## src/rtl/conv_sequencer_if.sv

```systemverilog
// Bus between the FIR convolution sequencer and its neighbours: sample FIFO,
// history RAM, coefficient ROM, external MAC and frame assembler.
interface conv_sequencer_if #(
   parameter int NUM_TAPS = 32,
   parameter int SAMPLE_W = 24,
   parameter int ACC_W    = 45
);
   localparam int TAP_W = $clog2(NUM_TAPS);

   logic                in_valid;
   logic [SAMPLE_W-1:0] in_sample;
   logic                in_chan;
   logic                in_ready;
   logic                smp_we;
   logic [TAP_W:0]      smp_waddr;
   logic [SAMPLE_W-1:0] smp_wdata;
   logic [TAP_W:0]      smp_raddr;
   logic [TAP_W-1:0]    coef_raddr;
   logic                mac_clr;
   logic                mac_en;
   logic [ACC_W-1:0]    mac_acc;
   logic                out_valid;
   logic [SAMPLE_W-1:0] out_sample;
   logic                out_chan;
   logic                out_ready;
   logic                busy;

   modport master (
      input  in_valid, in_sample, in_chan, mac_acc, out_ready,
      output in_ready, smp_we, smp_waddr, smp_wdata, smp_raddr, coef_raddr,
             mac_clr, mac_en, out_valid, out_sample, out_chan, busy
   );

   modport slave (
      output in_valid, in_sample, in_chan, mac_acc, out_ready,
      input  in_ready, smp_we, smp_waddr, smp_wdata, smp_raddr, coef_raddr,
             mac_clr, mac_en, out_valid, out_sample, out_chan, busy
   );
endinterface

```

## src/rtl/conv_sequencer.sv

```systemverilog
// Stereo FIR convolution sequencer: clears the history RAM, stores each sample,
// walks NUM_TAPS RAM/ROM reads into a shared MAC and emits a saturated result.
module conv_sequencer #(
   parameter int NUM_TAPS = 32,
   parameter int SAMPLE_W = 24,
   parameter int COEF_W   = 16,
   parameter int ACC_W    = 45
) (
   input  logic             clk,
   input  logic             rst_n,
   conv_sequencer_if.master bus
);
   localparam int TAP_W = $clog2(NUM_TAPS);
   localparam int CLR_W = TAP_W + 2;

   typedef enum logic [2:0] {
      ST_CLEAR  = 3'd0,
      ST_IDLE   = 3'd1,
      ST_WRITE  = 3'd2,
      ST_ISSUE  = 3'd3,
      ST_DRAIN  = 3'd4,
      ST_RESULT = 3'd5
   } state_t;

   // Q1.x rescale, then clamp when the discarded upper bits disagree with the sign.
   function automatic logic [SAMPLE_W-1:0] saturate(input logic [ACC_W-1:0] acc);
      logic signed [ACC_W-1:0] shifted;
      logic [ACC_W-SAMPLE_W:0] upper;
      shifted = $signed(acc) >>> (COEF_W - 1);
      upper   = shifted[ACC_W-1:SAMPLE_W-1];
      if ((&upper) || !(|upper)) begin
         saturate = shifted[SAMPLE_W-1:0];
      end else if (upper[ACC_W-SAMPLE_W]) begin
         saturate = {1'b1, {(SAMPLE_W-1){1'b0}}};
      end else begin
         saturate = {1'b0, {(SAMPLE_W-1){1'b1}}};
      end
   endfunction

   state_t              state_r, state_s;
   logic [CLR_W-1:0]    clr_cnt_r, clr_cnt_s;
   logic [TAP_W-1:0]    k_r, k_s, k_nxt_s;
   logic                drain_r, drain_s;
   logic                chan_r, chan_s;
   logic [TAP_W-1:0]    head_r [2];
   logic [TAP_W-1:0]    head_s [2];
   logic [TAP_W-1:0]    head_sel_s;

   logic                in_ready_r, in_ready_s;
   logic                smp_we_r, smp_we_s;
   logic [TAP_W:0]      smp_waddr_r, smp_waddr_s;
   logic [SAMPLE_W-1:0] smp_wdata_r, smp_wdata_s;
   logic [TAP_W:0]      smp_raddr_r, smp_raddr_s;
   logic [TAP_W-1:0]    coef_raddr_r, coef_raddr_s;
   logic                mac_clr_r, mac_clr_s;
   logic                mac_en_r, mac_en_s;
   logic                out_valid_r, out_valid_s;
   logic [SAMPLE_W-1:0] out_sample_r, out_sample_s;
   logic                out_chan_r, out_chan_s;
   logic                busy_r, busy_s;

   // Next-state and next-output logic; every output is registered from here.
   always_comb begin
      state_s      = state_r;
      clr_cnt_s    = clr_cnt_r;
      k_s          = k_r;
      drain_s      = drain_r;
      chan_s       = chan_r;
      head_s       = head_r;
      head_sel_s   = head_r[chan_r];
      k_nxt_s      = k_r + TAP_W'(1);
      smp_we_s     = 1'b0;
      smp_waddr_s  = smp_waddr_r;
      smp_wdata_s  = smp_wdata_r;
      smp_raddr_s  = smp_raddr_r;
      coef_raddr_s = coef_raddr_r;
      mac_clr_s    = 1'b0;
      mac_en_s     = (state_r == ST_ISSUE);
      out_valid_s  = out_valid_r;
      out_sample_s = out_sample_r;
      out_chan_s   = out_chan_r;

      case (state_r)
         ST_CLEAR: begin
            if (clr_cnt_r == CLR_W'(2 * NUM_TAPS)) begin
               state_s = ST_IDLE;
            end else begin
               smp_we_s    = 1'b1;
               smp_waddr_s = clr_cnt_r[TAP_W:0];
               smp_wdata_s = {SAMPLE_W{1'b0}};
               clr_cnt_s   = clr_cnt_r + CLR_W'(1);
            end
         end
         ST_IDLE: begin
            if (bus.in_valid && in_ready_r) begin
               state_s     = ST_WRITE;
               chan_s      = bus.in_chan;
               smp_we_s    = 1'b1;
               smp_waddr_s = {bus.in_chan, head_r[bus.in_chan]};
               smp_wdata_s = bus.in_sample;
               mac_clr_s   = 1'b1;
            end else begin
               state_s = ST_IDLE;
            end
         end
         ST_WRITE: begin
            state_s      = ST_ISSUE;
            k_s          = {TAP_W{1'b0}};
            smp_raddr_s  = {chan_r, head_sel_s};
            coef_raddr_s = {TAP_W{1'b0}};
         end
         ST_ISSUE: begin
            // Tap k reads the sample k positions behind the newest one.
            if (k_r == TAP_W'(NUM_TAPS - 1)) begin
               state_s = ST_DRAIN;
               drain_s = 1'b0;
            end else begin
               k_s          = k_nxt_s;
               smp_raddr_s  = {chan_r, head_sel_s - k_nxt_s};
               coef_raddr_s = k_nxt_s;
            end
         end
         ST_DRAIN: begin
            if (drain_r) begin
               state_s        = ST_RESULT;
               out_valid_s    = 1'b1;
               out_sample_s   = saturate(bus.mac_acc);
               out_chan_s     = chan_r;
               head_s[chan_r] = head_sel_s + TAP_W'(1);
            end else begin
               drain_s = 1'b1;
            end
         end
         ST_RESULT: begin
            if (bus.out_ready) begin
               state_s     = ST_IDLE;
               out_valid_s = 1'b0;
            end else begin
               state_s = ST_RESULT;
            end
         end
         default: begin
            state_s = ST_CLEAR;
         end
      endcase

      in_ready_s = (state_s == ST_IDLE);
      busy_s     = (state_s != ST_IDLE);
   end

   // State, pointers and registered outputs; reset aborts any operation in flight.
   always_ff @(posedge clk or negedge rst_n) begin
      if (!rst_n) begin
         state_r      <= ST_CLEAR;
         clr_cnt_r    <= {CLR_W{1'b0}};
         k_r          <= {TAP_W{1'b0}};
         drain_r      <= 1'b0;
         chan_r       <= 1'b0;
         head_r[0]    <= {TAP_W{1'b0}};
         head_r[1]    <= {TAP_W{1'b0}};
         in_ready_r   <= 1'b0;
         smp_we_r     <= 1'b0;
         smp_waddr_r  <= {(TAP_W+1){1'b0}};
         smp_wdata_r  <= {SAMPLE_W{1'b0}};
         smp_raddr_r  <= {(TAP_W+1){1'b0}};
         coef_raddr_r <= {TAP_W{1'b0}};
         mac_clr_r    <= 1'b0;
         mac_en_r     <= 1'b0;
         out_valid_r  <= 1'b0;
         out_sample_r <= {SAMPLE_W{1'b0}};
         out_chan_r   <= 1'b0;
         busy_r       <= 1'b0;
      end else begin
         state_r      <= state_s;
         clr_cnt_r    <= clr_cnt_s;
         k_r          <= k_s;
         drain_r      <= drain_s;
         chan_r       <= chan_s;
         head_r[0]    <= head_s[0];
         head_r[1]    <= head_s[1];
         in_ready_r   <= in_ready_s;
         smp_we_r     <= smp_we_s;
         smp_waddr_r  <= smp_waddr_s;
         smp_wdata_r  <= smp_wdata_s;
         smp_raddr_r  <= smp_raddr_s;
         coef_raddr_r <= coef_raddr_s;
         mac_clr_r    <= mac_clr_s;
         mac_en_r     <= mac_en_s;
         out_valid_r  <= out_valid_s;
         out_sample_r <= out_sample_s;
         out_chan_r   <= out_chan_s;
         busy_r       <= busy_s;
      end
   end

   assign bus.in_ready   = in_ready_r;
   assign bus.smp_we     = smp_we_r;
   assign bus.smp_waddr  = smp_waddr_r;
   assign bus.smp_wdata  = smp_wdata_r;
   assign bus.smp_raddr  = smp_raddr_r;
   assign bus.coef_raddr = coef_raddr_r;
   assign bus.mac_clr    = mac_clr_r;
   assign bus.mac_en     = mac_en_r;
   assign bus.out_valid  = out_valid_r;
   assign bus.out_sample = out_sample_r;
   assign bus.out_chan   = out_chan_r;
   assign bus.busy       = busy_r;
endmodule

```

## src/flat_wrapper.sv

```systemverilog
// flat-port wrapper written by rule: the top's interface ports become plain ports
module conv_sequencer_flat 
#(
   parameter int NUM_TAPS = 32,
   parameter int SAMPLE_W = 24,
   parameter int COEF_W   = 16,
   parameter int ACC_W    = 45
)
  (clk, rst_n, bus_in_valid, bus_in_sample, bus_in_chan, bus_mac_acc, bus_out_ready, bus_in_ready, bus_smp_we, bus_smp_waddr, bus_smp_wdata, bus_smp_raddr, bus_coef_raddr, bus_mac_clr, bus_mac_en, bus_out_valid, bus_out_sample, bus_out_chan, bus_busy);
  conv_sequencer_if #(.NUM_TAPS(NUM_TAPS), .SAMPLE_W(SAMPLE_W), .ACC_W(ACC_W)) bus_i ();
  input  logic clk;
  input  logic rst_n;
  input wire logic [$bits(bus_i.in_valid)-1:0] bus_in_valid;
  input wire logic [$bits(bus_i.in_sample)-1:0] bus_in_sample;
  input wire logic [$bits(bus_i.in_chan)-1:0] bus_in_chan;
  input wire logic [$bits(bus_i.mac_acc)-1:0] bus_mac_acc;
  input wire logic [$bits(bus_i.out_ready)-1:0] bus_out_ready;
  output wire logic [$bits(bus_i.in_ready)-1:0] bus_in_ready;
  output wire logic [$bits(bus_i.smp_we)-1:0] bus_smp_we;
  output wire logic [$bits(bus_i.smp_waddr)-1:0] bus_smp_waddr;
  output wire logic [$bits(bus_i.smp_wdata)-1:0] bus_smp_wdata;
  output wire logic [$bits(bus_i.smp_raddr)-1:0] bus_smp_raddr;
  output wire logic [$bits(bus_i.coef_raddr)-1:0] bus_coef_raddr;
  output wire logic [$bits(bus_i.mac_clr)-1:0] bus_mac_clr;
  output wire logic [$bits(bus_i.mac_en)-1:0] bus_mac_en;
  output wire logic [$bits(bus_i.out_valid)-1:0] bus_out_valid;
  output wire logic [$bits(bus_i.out_sample)-1:0] bus_out_sample;
  output wire logic [$bits(bus_i.out_chan)-1:0] bus_out_chan;
  output wire logic [$bits(bus_i.busy)-1:0] bus_busy;
  assign bus_i.in_valid = bus_in_valid;
  assign bus_i.in_sample = bus_in_sample;
  assign bus_i.in_chan = bus_in_chan;
  assign bus_i.mac_acc = bus_mac_acc;
  assign bus_i.out_ready = bus_out_ready;
  assign bus_in_ready = bus_i.in_ready;
  assign bus_smp_we = bus_i.smp_we;
  assign bus_smp_waddr = bus_i.smp_waddr;
  assign bus_smp_wdata = bus_i.smp_wdata;
  assign bus_smp_raddr = bus_i.smp_raddr;
  assign bus_coef_raddr = bus_i.coef_raddr;
  assign bus_mac_clr = bus_i.mac_clr;
  assign bus_mac_en = bus_i.mac_en;
  assign bus_out_valid = bus_i.out_valid;
  assign bus_out_sample = bus_i.out_sample;
  assign bus_out_chan = bus_i.out_chan;
  assign bus_busy = bus_i.busy;
  conv_sequencer #(.NUM_TAPS(NUM_TAPS), .SAMPLE_W(SAMPLE_W), .COEF_W(COEF_W), .ACC_W(ACC_W)) u_core (.clk(clk), .rst_n(rst_n), .bus(bus_i));
endmodule
```

## config.mk

```make
export PLATFORM = sky130hd
export DESIGN_NAME = conv_sequencer_flat
export DESIGN_NICKNAME = d
export VERILOG_FILES = /design/src/rtl/conv_sequencer_if.sv /design/src/rtl/conv_sequencer.sv /design/src/flat_wrapper.sv
export SDC_FILE = /design/constraint.sdc
export NUM_CORES = 1
export LEC_CHECK = 0
export ABC_AREA = 0
export CAP_MARGIN = 10
export CORE_ASPECT_RATIO = 1.5
export CORE_MARGIN = 2
export CORE_UTILIZATION = 35
export CTS_CLUSTER_DIAMETER = 30
export CTS_CLUSTER_SIZE = 25
export DETAILED_ROUTE_END_ITERATION = 10
export PLACE_DENSITY = 0.67
export SLEW_MARGIN = 20
export SYNTH_ARGS = -nofsm -noshare
export SYNTH_HDL_FRONTEND = slang
export SYNTH_SLANG_ARGS = --single-unit
```

## constraint.sdc

```tcl
create_clock -name clk -period 2.2 [get_ports clk]
set_input_delay 0.66 -clock clk [delete_from_list [all_inputs] [get_ports clk]]
set_output_delay 0.66 -clock clk [all_outputs]
set_load 0.02 [all_outputs]
```

Yosys cells after proc, flatten, opt, wreduce, memory -nomap -nowiden
Cells that the tools add are included.
Widths: inputs -> output; s select.

storage, ports and cells
  register bits after elaboration = 94
  input port bits = 74
  output and inout bits = 72

cells by class
  add/sub/neg operators = 4
  order comparisons = 3
  equality and inequality tests = 15
  mux-type cells = 36
  bitwise operators = 3
  reduce and logical (&&, ||, !) cells = 18

operators with widths
  operator             number
  $mux 24              4
  $pmux 24 s2          1
  $mux 5               8
  $pmux 6 s2           2
  $mux 6               3
  $pmux 3 s6           1
  $mux 3               4
  $add 5x1->5 const B  2
  $bwmux 10            1
  $pmux 5 s2           1
  $reduce_and 2->1     5
  $ne 2x2->1 const B   4
  $reduce_bool 2->1    4
  $add 7x1->7 const B  1
  $eq 7x7->1 const B   1
  $reduce_and 7->1     1
  $reduce_or 7->1      1
  $eq 3x1->1 const B   2
  $eq 3x2->1 const B   2
  $eq 3x3->1 const B   2
  $mux 1               6
  $pmux 1 s2           3
  $reduce_and 3->1     2
  $demux 5 s1          1
  13 further kinds     17

Longest topological paths before layout
  depth in word-level cells = 7
  mapped depth = 10
  gate-level depth less buffers = 9

Least setup slack after synthesis
No wires, ideal clock.

  path type = reg-to-reg
  start = register u_core.chan_r
  end = register u_core.smp_raddr_r[4] (netlist: u_core.bus.smp_raddr[4])
  library setup time = 95 ps
  data arrival time = 2,161 ps
  data required time = 2,105 ps
  path slack = -56 ps
  cell stages (with the launch flop) = 11
  period minus slack after synthesis = 2,256 ps
  path through = dfrtp_1 -> clkbuf_1 -> mux2_2 -> inv_1 -> ha_1 -> fa_1 -> nand2b_1 -> a21oi_1 -> xor2_1 -> nor3_1 -> o31ai_1

on the way
  longest elaborated chain between the ends = 7

ends and longest elaborated chain
  what                                         line                   RTL
  start: declaration                           conv_sequencer.sv:44   logic chan_r, chan_s;
  start signal: assignment                     conv_sequencer.sv:178  chan_r <= chan_s;
  $not 1->2 (implied by the code) *            conv_sequencer.sv:70   head_sel_s = head_r[chan_r];
  $mux 5 (implied by the code) * (3 in a row)  conv_sequencer.sv:70
  $sub 5x5->5                                  conv_sequencer.sv:119  smp_raddr_s = {chan_r, head_sel_s - k_nxt_s};
  $mux 6                                       conv_sequencer.sv:114  if (k_r == TAP_W'(NUM_TAPS - 1)) begin
  $pmux 6 s2 *                                 conv_sequencer.sv:83   case (state_r)
  end signal: assignment                       conv_sequencer.sv:165  smp_raddr_r <= {(TAP_W+1){1'b0}};
  end signal: assignment                       conv_sequencer.sv:185  smp_raddr_r <= smp_raddr_s;
  end: declaration                             conv_sequencer.sv:53   logic [TAP_W:0] smp_raddr_r, smp_raddr_s;

Mark *: on every way between the ends. The rest lies on a longest branch, timed or not. The select of a mux whose other input is x is not followed.
A chain may end at the register's enable or synchronous reset.

Worst setup path in the final report
  start = input port bus_mac_acc[43]
  end = register u_core.out_sample_r[1] (netlist: u_core.bus.out_sample[1])

on the way
  longest elaborated chain between the ends = 4

ends and longest elaborated chain
  what                    line                   RTL
  start: declaration      flat_wrapper.sv:16     input wire logic [$bits(bus_i.mac_acc)-1:0] bus_mac_acc;
  $reduce_or 7->1         conv_sequencer.sv:31   if ((&upper) || !(|upper)) begin
  $logic_not 1->1         conv_sequencer.sv:31
  $logic_or 1x1->1 *      conv_sequencer.sv:31
  $mux 24 *               conv_sequencer.sv:31
  end signal: assignment  conv_sequencer.sv:170  out_sample_r <= {SAMPLE_W{1'b0}};
  end signal: assignment  conv_sequencer.sv:190  out_sample_r <= out_sample_s;
  end: declaration        conv_sequencer.sv:58   logic [SAMPLE_W-1:0] out_sample_r, out_sample_s;

Mark *: on every way between the ends. The rest lies on a longest branch, timed or not.

==> flow_metrics.py <==
metrics = {
    "grt": {
        "overflow": 0,
        "grt_pass1_vias": 3481,
        "grt.total_usage": 0.163,
        "grt_max_degree": 36,
        "antenna_found_initial": 0,
        "grt_pass1_wl_um": 17100,
    },
    "timing": {
        "setup_viol": 0,
        "max_freq_mhz": 460,
        "final_max_slew_viol_count": 0,
        "worstMarginPinSlew_ns": 0.773,
        "fin_skew_ns": 0.00613,
        "slew_headroom": 0.482,
        "hold_viol_final": 0,
        "fin_crit_ns": 2.18,
        "grt_setup_unrepaired": "true",
        "period_share": 0.989,
    },
    "clocking": {
        "worstSkewPairLatency_ns": 0.34,
        "clk_pin_slew_ns": 0.07,
        "cts_tree": "built",
        "ctsLongestPathBuffers": 2,
        "cts_made_buffers": 9,
        "clock-root-buffer": "clkbuf_16",
        "clock-sinks": 94,
        "htreeDepth": 3,
    },
    "power": {
        "p_int_mw": 5.32,
        "combPwrFrac": 0.492,
        "report.power.total_mw": 8.59,
        "powerDensity_nw_per_um2": 1380,
        "clkPwrFrac": 0.182,
        "switching_share": 0.381,
        "p_seq_frac": 0.326,
        "ir_worst_vdd_v": 0.000694,
        "power_switching_mw": 3.27,
        "p_leak_nw": 2.74,
    },
    "final_layout": {
        "stdcell_count": 701,
        "multi_input_area_um2": 1820,
        "layout-drive-gt1-share": 0.126,
        "areaGrowthSynthToFinish_pct": 45.4,
        "nets": 627,
        "final-seq-area_um2": 2350,
        "fin_util": 0.522,
        "diodes": 0,
        "nFillCells": 1073,
    },
    "placement": {
        "portBuffers": 130,
        "place_inst": 679,
        "finalWeightedCongestion": 0.758,
        "hpwlAfterDp_um": 7850,
    },
    "floorplan": {
        "fp.coreArea_um2": 12000,
        "die-height_um": 140,
        "initial_core_util": 0.359,
        "chipWidth_um": 94.4,
        "die_area_um2": 13200,
        "pin_count": 146,
        "rows": 49,
    },
    "critical_path": {
        "required_ns": 2.42,
        "arrival_ns": 2.40,
        "start_kind": "input pin",
        "crit_fanout": 12,
        "setup.worst_path.class": "in -> reg",
        "endpoint_kind": "flip-flop",
        "rrSetupSlack_ns": 0.05,
    },
    "synth": {
        "yosysTopAreaCellShare": 0.548,
        "synthTopCellsByArea": "dfrtp_1 (55%), nand2_1 (8.0%), o21ai_0 (5.7%)",
        "syn_nets": 484,
        "avgSynthCellArea_um2": 10.7,
        "ys_seq_elements": 94,
        "seq_area_frac_synth": 0.548,
        "yosys.area.top_type": "dfrtp_1",
        "synth_area_um2": 4290,
        "synth.distinct_cells": 46,
        "yosys_warnings": 0,
        "synthCells": 400,
    },
    "route": {
        "drc": 0,
        "first_pass_iters": 6,
        "wl_per_cell_um": 15.6,
        "ant_nets": 0,
        "viasPerCell": 4.98,
        "via_count": 3488,
        "wl_um": 11000,
        "dr.first_iter.drc_count": 111,
    },
    "min_path": {
        "hold_class": "in -> async",
    },
    "run_status": {
        "status": "finished clean",
    },
    "job": {
        "max-cap-violations": 0,
    },
}
## worst max-delay path, cell delays in order
cell	delay [ns]
clkdlybuf4s50_1	0.42
or4_4	0.50
nor3_4	0.26
buf_6	0.16
nor3_4	0.08
a221o_2	0.32
## per-layer routing
metal  vias up  global-route usage  part of all wire
li1       1694                   -                 -
met1      1688               0.190              0.39
met2        91               0.292              0.54
met3        15              0.0227             0.046
met4         0              0.0725             0.022
met5         -                   0                 0
## repair_timing
item                                    CTS  global route
hold buffers                              0             0
pin swaps                                 1             6
gates cloned                              0             4
buffers inserted                          1             1
resized for setup                         1             7
endpoints found under the setup margin    1            24
## placed cells by master (no fill, tap or decap), types with 4 or more instances in the layout
master / Yosys / routed
a21oi_1: 8 / 7
a221o_1: 20 / 20
buf_12: 0 / 5
buf_4: 0 / 17
clkbuf_16: 0 / 9
clkdlybuf4s50_1: 0 / 127
dfrtp_1: 94 / 94
ha_1: 9 / 8
inv_1: 12 / 12
mux2_2: 8 / 7
mux2i_1: 7 / 7
nand2_1: 91 / 91
nand3_1: 4 / 4
nand4_1: 9 / 9
nor2_1: 5 / 5
nor3_1: 5 / 5
o21ai_0: 49 / 49
xnor2_1: 14 / 14
xor2_1: 5 / 5
## registers in the layout (all words and copies together) (netlist names), 3 cells and up
name                   flops
u_core.state_r             3
u_core.bus.out_sample     24
u_core.bus.smp_wdata      24
u_core.clr_cnt_r           7
u_core.k_r                 5
u_core.head_r             10
u_core.bus.smp_waddr       6
u_core.bus.smp_raddr       6
## cells in the mapped netlist (all sizes together)
cell,number
nand3,5
o21ai,50
nor3,8
nand2b,3
a21o,2
inv,12
nand2,91
nor2,8
o211ai,1
a221o,23
and3,3
a211oi,1
fa,1
dfrtp,94
clkbuf,10
xnor2,14
o22ai,1
a32o,1
a21oi,9
o31ai,2
buf,14
nor2b,2
a22oi,2
ha,9
nor4,1
mux2,8
xor2,5
or4,1
nor3b,1
mux2i,7
or3b,1
nand4,9
o21a,1
## cell type report
class,count,share of cell area
Sequential cell,94,0.377
Multi-Input combinational cell,274,0.291
Timing Repair Buffer,152,0.246
Clock buffer,9,0.0361
Tap cell,153,0.0307
Clock inverter,7,0.0118
Inverter,12,0.00722
## through the flow
step / hold slack, ns / area [um2] / setup TNS [ns] / setup WS, ns
6_report: 0.273 / 6240 / 0 / 0.0238
3_3_place_gp: 0.460 / 5840 / -8.39 / -0.383
3_5_place_dp: 0.465 / 5850 / -7.86 / -0.359
2_1_floorplan: 0.364 / 4290 / 0 / 0.00837
4_1_cts: 0.282 / 6160 / 0 / 0.00247
5_1_grt: 0.300 / 6240 / -0.201 / -0.0557
## power by group through the flow
| stage | clock network, mW | registers [mW] | logic (mW) |
|---|---|---|---|
| after CTS | 1.61 | 2.80 | 4.25 |
| after global placement | 0 | 2.80 | 4.12 |
| after floorplan | 0 | 3.44 | 1.65 |
| after global routing | 1.68 | 2.89 | 4.63 |
| after detailed placement | 0 | 2.83 | 4.21 |
| final | 1.56 | 2.80 | 4.23 |
## logic make-up after synthesis
logic type | count (synthesis) | synth area share
muxes | 15 | 0.0373
adders and majority gates | 10 | 0.0309
AOI/OAI and AO/OA | 93 | 0.146
buffers and inverters | 36 | 0.0484
DFF | 94 | 0.548
xor gates and xnor gates | 19 | 0.0388
and+or+nand+nor | 133 | 0.151
## final timing paths
check | startpoint | to | depth (start not counted)
setup / recovery | bus_mac_acc[43] | u_core.bus.out_sample[1] | 6
hold / removal | rst_n | u_core.bus.smp_wdata[16] | 1
setup reg to reg | u_core.chan_r | u_core.bus.smp_raddr[4] | 9
hold reg to reg | u_core.bus.smp_waddr[5] | u_core.bus.smp_waddr[5] | 2
max in group asynchronous | rst_n | u_core.head_r[3] | 2
min in group clk | u_core.bus.smp_waddr[5] | u_core.bus.smp_waddr[5] | 2
No activity file was read; power rests on OpenSTA's default activity.
==> RTL edit 1 (config.mk and constraints unchanged) <==
The 6 states of `state_t` get a one-hot encoding in 6 bits.
--- a/src/rtl/conv_sequencer.sv
+++ b/src/rtl/conv_sequencer.sv
@@ -15,9 +15,9 @@
 
-   typedef enum logic [2:0] {
-      ST_CLEAR  = 3'd0,
-      ST_IDLE   = 3'd1,
-      ST_WRITE  = 3'd2,
-      ST_ISSUE  = 3'd3,
-      ST_DRAIN  = 3'd4,
-      ST_RESULT = 3'd5
+   typedef enum logic [5:0] {
+      ST_CLEAR  = 6'b000001,
+      ST_IDLE   = 6'b000010,
+      ST_WRITE  = 6'b000100,
+      ST_ISSUE  = 6'b001000,
+      ST_DRAIN  = 6'b010000,
+      ST_RESULT = 6'b100000
    } state_t;
Function: same outputs for any inputs over 10 cycles, from zero or initial values and one cycle with rst_n low; not proved beyond that.
==> RTL edit 1 against the unedited design <==
- synthesized area fell by 1.5%
- largest cell class unchanged
- die area is 1.4% lower
- wire length is 2.1% lower
- sequential cell count up 3
- register-to-register slack got worse by 0.03 ns
- sequential share of layout area is 0.90 points higher
- via count is 0.92% lower
- worst setup slack barely moved
- final area increased by 0.94%
- critical path type is now flip-flop to flip-flop
- non-clock buffer count rose by 11
- highest routed layer unchanged
- hold slack lost 0.053 ns
Power is not compared: it rests on default switching activity, and its combinational part moved more than twofold at a synthesized area within 25%.
==> RTL edit 1: results (changes against the unedited design) <==
| Metric | Value |
|---|---|
| Outcome | `finished, final reports clean (unchanged)` |
| Worst Hold Slack | `0.220 ns (was 0.273 ns)` |
| Gate power share | `7.2%` |
| Flop-to-flop setup slack | `0.02 ns (was 0.05 ns)` |
| Depth of the CTS H-tree | `3 (unchanged)` |
| Hold Fails Final Rpt | `0 (unchanged)` |
| Final Skew | `0.00868 ns (was 0.00613 ns)` |
| Synth Area in XOR/XNOR | `3.73% (was 3.88%)` |
| Compound-cell area share of the yosys netlist | `14.1% (was 14.6%)` |
| Place WS | `-0.100 ns (was -0.359 ns)` |
| Comb group | `270 uW` |
| Placer Congestion | `0.787 (was 0.758)` |
| Mux contribution to synthesized area | `4.32% (was 3.73%)` |
| Fin nets | `636 (was 627)` |
| Initial DRC count | `123 (was 111)` |
| DP Wirelength | `8.01 mm (was 7.85 mm)` |
| Clock buffers | `12 (was 9)` |
| Mean post-synth cell area | `10.7 um2 (about the same)` |
| Yosys cell types | `42 (was 46)` |
| Top cells by count, synth | `96 x dfrtp_1, 52 x nand2_1, 41 x nor2_1 (was 94 x dfrtp_1, 91 x nand2_1, 49 x o21ai_0)` |
| ClkCell Share | `4.95% (was 4.79%)` |
| Ratio of cells with drive above 1 in the final layout | `12.6% (about the same)` |
| First-pass iteration count of the detailed router | `4 (was 6)` |
| Fillcell total | `1072 (was 1073)` |
| Worst-path clk slew | `0.06 ns` |
| Seq/Total Area, Yosys | `57.4% (was 54.8%)` |
| Max_slew headroom | `68.2% (was 48.2%)` |
| Vias in the first global route | `3527 (was 3481)` |
| Area after DPL | `5930 um2 (was 5850 um2)` |
| Adder-cell share of the synthesized area | `3.14% (was 3.09%)` |
| Top post-synthesis cells by area | `dfrtp_1 57%, a22o_1 5.4%, nand2_1 4.6%, a21oi_1 4.4%, nor2_1 3.6% (was dfrtp_1 55%, nand2_1 8.0%, o21ai_0 5.7%, a221o_1 4.7%, xnor2_1 2.9%)` |
| Resized Gates After CTS | `6 (was 1)` |
| CP peak stage delay | `0.44 ns (was 0.50 ns)` |
| Internal power | `2.98 mW` |
| First-pass GRT wire length | `17.5 mm (was 17.1 mm)` |
| Area occupied by multi-input gates | `1730 um2 (was 1820 um2)` |
| Drt total wl | `10.7 mm (was 11.0 mm)` |
| Worst path arrival time | `2.40 ns (about the same)` |
| Fraction of area in multi-input gates | `27.4% (was 29.1%)` |
| Non-clk buf share | `25.1% (was 24.6%)` |
| GRT Util Overall | `17.0% (was 16.3%)` |
| Sink Count | `97 (was 94)` |
| Placed Cells | `693 (was 679)` |
| Multi-input gate count | `267 (was 274)` |
| DR vias/cell | `4.87 (was 4.98)` |
| Layout area overhead | `48.9% (was 45.4%)` |
| Non-clock buffer count | `163 (was 152)` |
| Critical-path top delay cell | `dfrtp_2 (was or4_4)` |
| DR WL/cell | `15.1 um (was 15.6 um)` |
| Syn nets | `480 (was 484)` |
| Pin count of the biggest net entering global routing | `43 (was 36)` |
| Inverters | `14 (was 12)` |
| Fraction of area in registers | `38.6% (was 37.7%)` |
| Crit-path max FO | `4 (was 12)` |
## RTL edit 1: metal layers
layer | wire (um) | global-route usage, %
met5 | 0 | 0
met4 | 337 | 7.40
met3 | 495 | 2.93
met2 | 5680 | 29.9
met1 | 4220 | 20.1
## RTL edit 1: path summary, 6_finish.rpt
| kind | start | endpoint | depth (start not counted) |
|---|---|---|---|
| setup / recovery | u_core.chan_r | u_core.bus.smp_raddr[4] | 9 |
| hold / removal | rst_n | u_core.bus.smp_wdata[20] | 1 |
| setup reg to reg | u_core.chan_r | u_core.bus.smp_raddr[4] | 9 |
| hold reg to reg | u_core.bus.out_chan | u_core.bus.out_chan | 2 |
| max in group asynchronous | rst_n | u_core.state_r[0] | 2 |
| min in group clk | u_core.bus.out_chan | u_core.bus.out_chan | 2 |
## RTL edit 1: cells by family (layout without fill, tap and decap cells)
group           Yosys count  in the layout
xor+xnor                 18             18
simple gates            131            131
compound gates           91             91
buf+inv                  32            192
mux                      17             17
flops                    97             97
fa+ha+maj                10             10
==> RTL edit 2 (same settings) <==
Without the edit above. `NUM_TAPS` is set to 32 in 3 places; all go to 64.
--- a/src/rtl/conv_sequencer_if.sv
+++ b/src/rtl/conv_sequencer_if.sv
@@ -3,3 +3,3 @@
 interface conv_sequencer_if #(
-   parameter int NUM_TAPS = 32,
+   parameter int NUM_TAPS = 64,
    parameter int SAMPLE_W = 24,
--- a/src/rtl/conv_sequencer.sv
+++ b/src/rtl/conv_sequencer.sv
@@ -3,3 +3,3 @@
 module conv_sequencer #(
-   parameter int NUM_TAPS = 32,
+   parameter int NUM_TAPS = 64,
    parameter int SAMPLE_W = 24,
--- a/src/flat_wrapper.sv
+++ b/src/flat_wrapper.sv
@@ -3,3 +3,3 @@
 #(
-   parameter int NUM_TAPS = 32,
+   parameter int NUM_TAPS = 64,
    parameter int SAMPLE_W = 24,
Interface: changed (resized bus_coef_raddr, bus_smp_raddr and bus_smp_waddr); port bits go from 146 to 149. No check against the original RTL was run, so the function may have changed too.
==> RTL edit 2 against the unedited design <==
- final area rose by 8.6%
- via count rose by 14%
- synthesized area rose by 12%
- worst setup slack improved by 0.0088 ns
- wire length rose by 8.0%
- sequential cell count rose by 6
- count of clock-buffer cells in the layout did not move
Power is not compared: it rests on default switching activity, and its combinational part moved more than twofold at a synthesized area within 25%.
==> RTL edit 2: results (changes against the unedited design) <==
| Metric | Value |
|---|---|
| Outcome | `finished, final reports clean (unchanged)` |
| Depth of the CTS H-tree | `3 (unchanged)` |
| Clock root cell | `clkbuf_16 (unchanged)` |
| Yosys cell types | `51 (was 46)` |
| CP peak stage delay | `0.40 ns (was 0.50 ns)` |
| Max layer used | `met4 (unchanged)` |
| Seq/Total Area, Yosys | `51.9% (was 54.8%)` |
| Port Buf Inserts | `133 (was 130)` |
| Yosys warning total | `0 (unchanged)` |
| CTS Buf Count | `9 (unchanged)` |
| Ratio of cells with drive above 1 in the final layout | `15.3% (was 12.6%)` |
| Syn nets | `571 (was 484)` |
| Crit-path max FO | `5 (was 12)` |
| First-pass iteration count of the detailed router | `4 (was 6)` |
| DR WL/cell | `14.8 um (was 15.6 um)` |
| VDD IR max | `0.350 mV` |
| Critical-path top delay cell | `dfrtp_1 (was or4_4)` |
| Wire length on met1 | `4.67 mm (was 4.27 mm)` |
| Via count | `3981 (was 3488)` |
| Placer Congestion | `0.844 (was 0.758)` |
| Hold Fails Final Rpt | `0 (unchanged)` |
| Initial antenna violation count | `0 (unchanged)` |
| Top cells by count, synth | `114 x nand2_1, 100 x dfrtp_1, 38 x nor2_1 (was 94 x dfrtp_1, 91 x nand2_1, 49 x o21ai_0)` |
| First-pass GRT wire length | `19.3 mm (was 17.1 mm)` |
| Metal2 WL | `6.44 mm (was 5.95 mm)` |
| Vias in the first global route | `4063 (was 3481)` |
| Final Skew | `0.00958 ns (was 0.00613 ns)` |
| Top post-synthesis cells by area | `dfrtp_1 52%, nand2_1 8.9%, o21ai_2 4.5%, a21oi_1 3.3%, nor2_1 3.0% (was dfrtp_1 55%, nand2_1 8.0%, o21ai_0 5.7%, a221o_1 4.7%, xnor2_1 2.9%)` |
| Met3 WL | `439 um (was 500 um)` |
| DP Wirelength | `8.64 mm (was 7.85 mm)` |
| Leakage | `2.91 nW` |
| Max_slew headroom | `56.9% (was 48.2%)` |
| Place WS | `-0.222 ns (was -0.359 ns)` |
| Fillcell total | `1265 (was 1073)` |
| Min-Delay Path Class | `input port to async pin (unchanged)` |
| Internal power | `2.81 mW` |
| Fin nets | `720 (was 627)` |
| Pin count of the biggest net entering global routing | `101 (was 36)` |
| GRT Util Overall | `16.3% (about the same)` |
| Worst-path clk slew | `0.07 ns (about the same)` |
| Clock Path Buffers | `2 (unchanged)` |
| Clk_lat worst skew | `0.35 ns` |
| Share of flip-flops with an asynchronous set or reset | `100% (unchanged)` |
| Gate Count Post-Synth | `487 (was 400)` |
| CP delay by family, top | `compound AO/OA/AOI/OAI gates (was simple AND/OR/NAND/NOR gates)` |
| Placed Cells | `785 (was 679)` |
| Worst path arrival time | `2.45 ns (was 2.40 ns)` |
| Drt total wl | `11.8 mm (was 11.0 mm)` |
| Initial DRC count | `142 (was 111)` |
| Antenna cells | `0 (unchanged)` |
| Setup Buffers After CTS | `0 (was 1)` |
## RTL edit 2: changes by cell type in the layout (fill, tap and decap cells not counted), moves of 5 or more
cell,delta
nand3_1,+5
buf_4,+6
dfrtp_1,+6
a221o_1,-20
a21oi_1,+24
clkdlybuf4s50_1,+5
o21ai_2,+25
nor2_1,+33
o21ai_0,-26
nand2_1,+23
o21ai_1,+8
## RTL edit 2: worst paths after layout
kind / endpoint / depth (start not counted) / slack, ns / start
setup reg to reg: u_core.bus.smp_raddr[5] / 10 / 0.03 / u_core.chan_r
max in group asynchronous: u_core.bus.busy / 2 / 1.43 / rst_n
hold reg to reg: u_core.clr_cnt_r[7] / 1 / 0.47 / u_core.clr_cnt_r[7]
min in group clk: u_core.clr_cnt_r[7] / 1 / 0.47 / u_core.clr_cnt_r[7]
hold / removal: u_core.bus.out_sample[11] / 2 / 0.37 / rst_n
setup / recovery: u_core.bus.smp_raddr[5] / 10 / 0.03 / u_core.chan_r
## RTL edit 2: cell type report
cell class,count,area share [%]
Inverter,11,0.609
Multi-Input combinational cell,353,31.7
Tap cell,162,2.99
Timing Repair Buffer,161,23.5
Sequential cell,100,36.9
Clock inverter,7,0.942
Clock buffer,9,3.32
## RTL edit 2: layer usage
| layer | vias up | global-route usage [%] |
|---|---|---|
| met4 | 0 | 7.05 |
| met1 | 1945 | 18.5 |
| li1 | 1925 | - |
| met5 | - | 0 |
| met2 | 91 | 29.4 |
| met3 | 20 | 3.07 |
## RTL edit 2: kinds of logic (layout without fill, tap and decap cells)
kind of cell / Yosys count / after routing / synth area share (%)
flops: 100 / 100 / 51.9
compound gates: 102 / 102 / 13.3
simple gates: 199 / 200 / 19.4
buf+inv: 35 / 188 / 4.49
xor+xnor: 24 / 24 / 4.36
fa+ha+maj: 10 / 10 / 2.75
mux: 17 / 17 / 3.71
## RTL edit 2: power groups by stage
stage          Clock [mW]  Combinational (mW)  Sequential [mW]
5_1_grt              1.67               0.291             1.88
3_3_place_gp            0               0.269             1.91
6_report             1.55               0.270             1.87
4_1_cts              1.58               0.274             1.87
3_5_place_dp            0               0.273             1.91
2_1_floorplan           0              0.0319             1.94
## RTL edit 2: timing repair
action | 4_1_cts | 5_1_grt
hold buffers | 0 | 0
cloned | 0 | 2
pin swaps | 0 | 2
setup endpoints to repair | 2 | 5
resized for setup | 6 | 2
## RTL edit 2: per-stage QoR
stage	setup TNS (ns)	instance area [um2]	total power, mW	utilization, %	hold slack [ns]
detailed placement	-4.64	6430	2.18	47.8	0.464
global placement	-3.18	6430	2.18	47.8	0.452
finish	0	6780	3.69	50.3	0.369
floorplan	0	4820	1.97	-	0.364
global route	-0.172	6780	3.84	50.3	0.402
CTS	0	6750	3.73	50.1	0.402
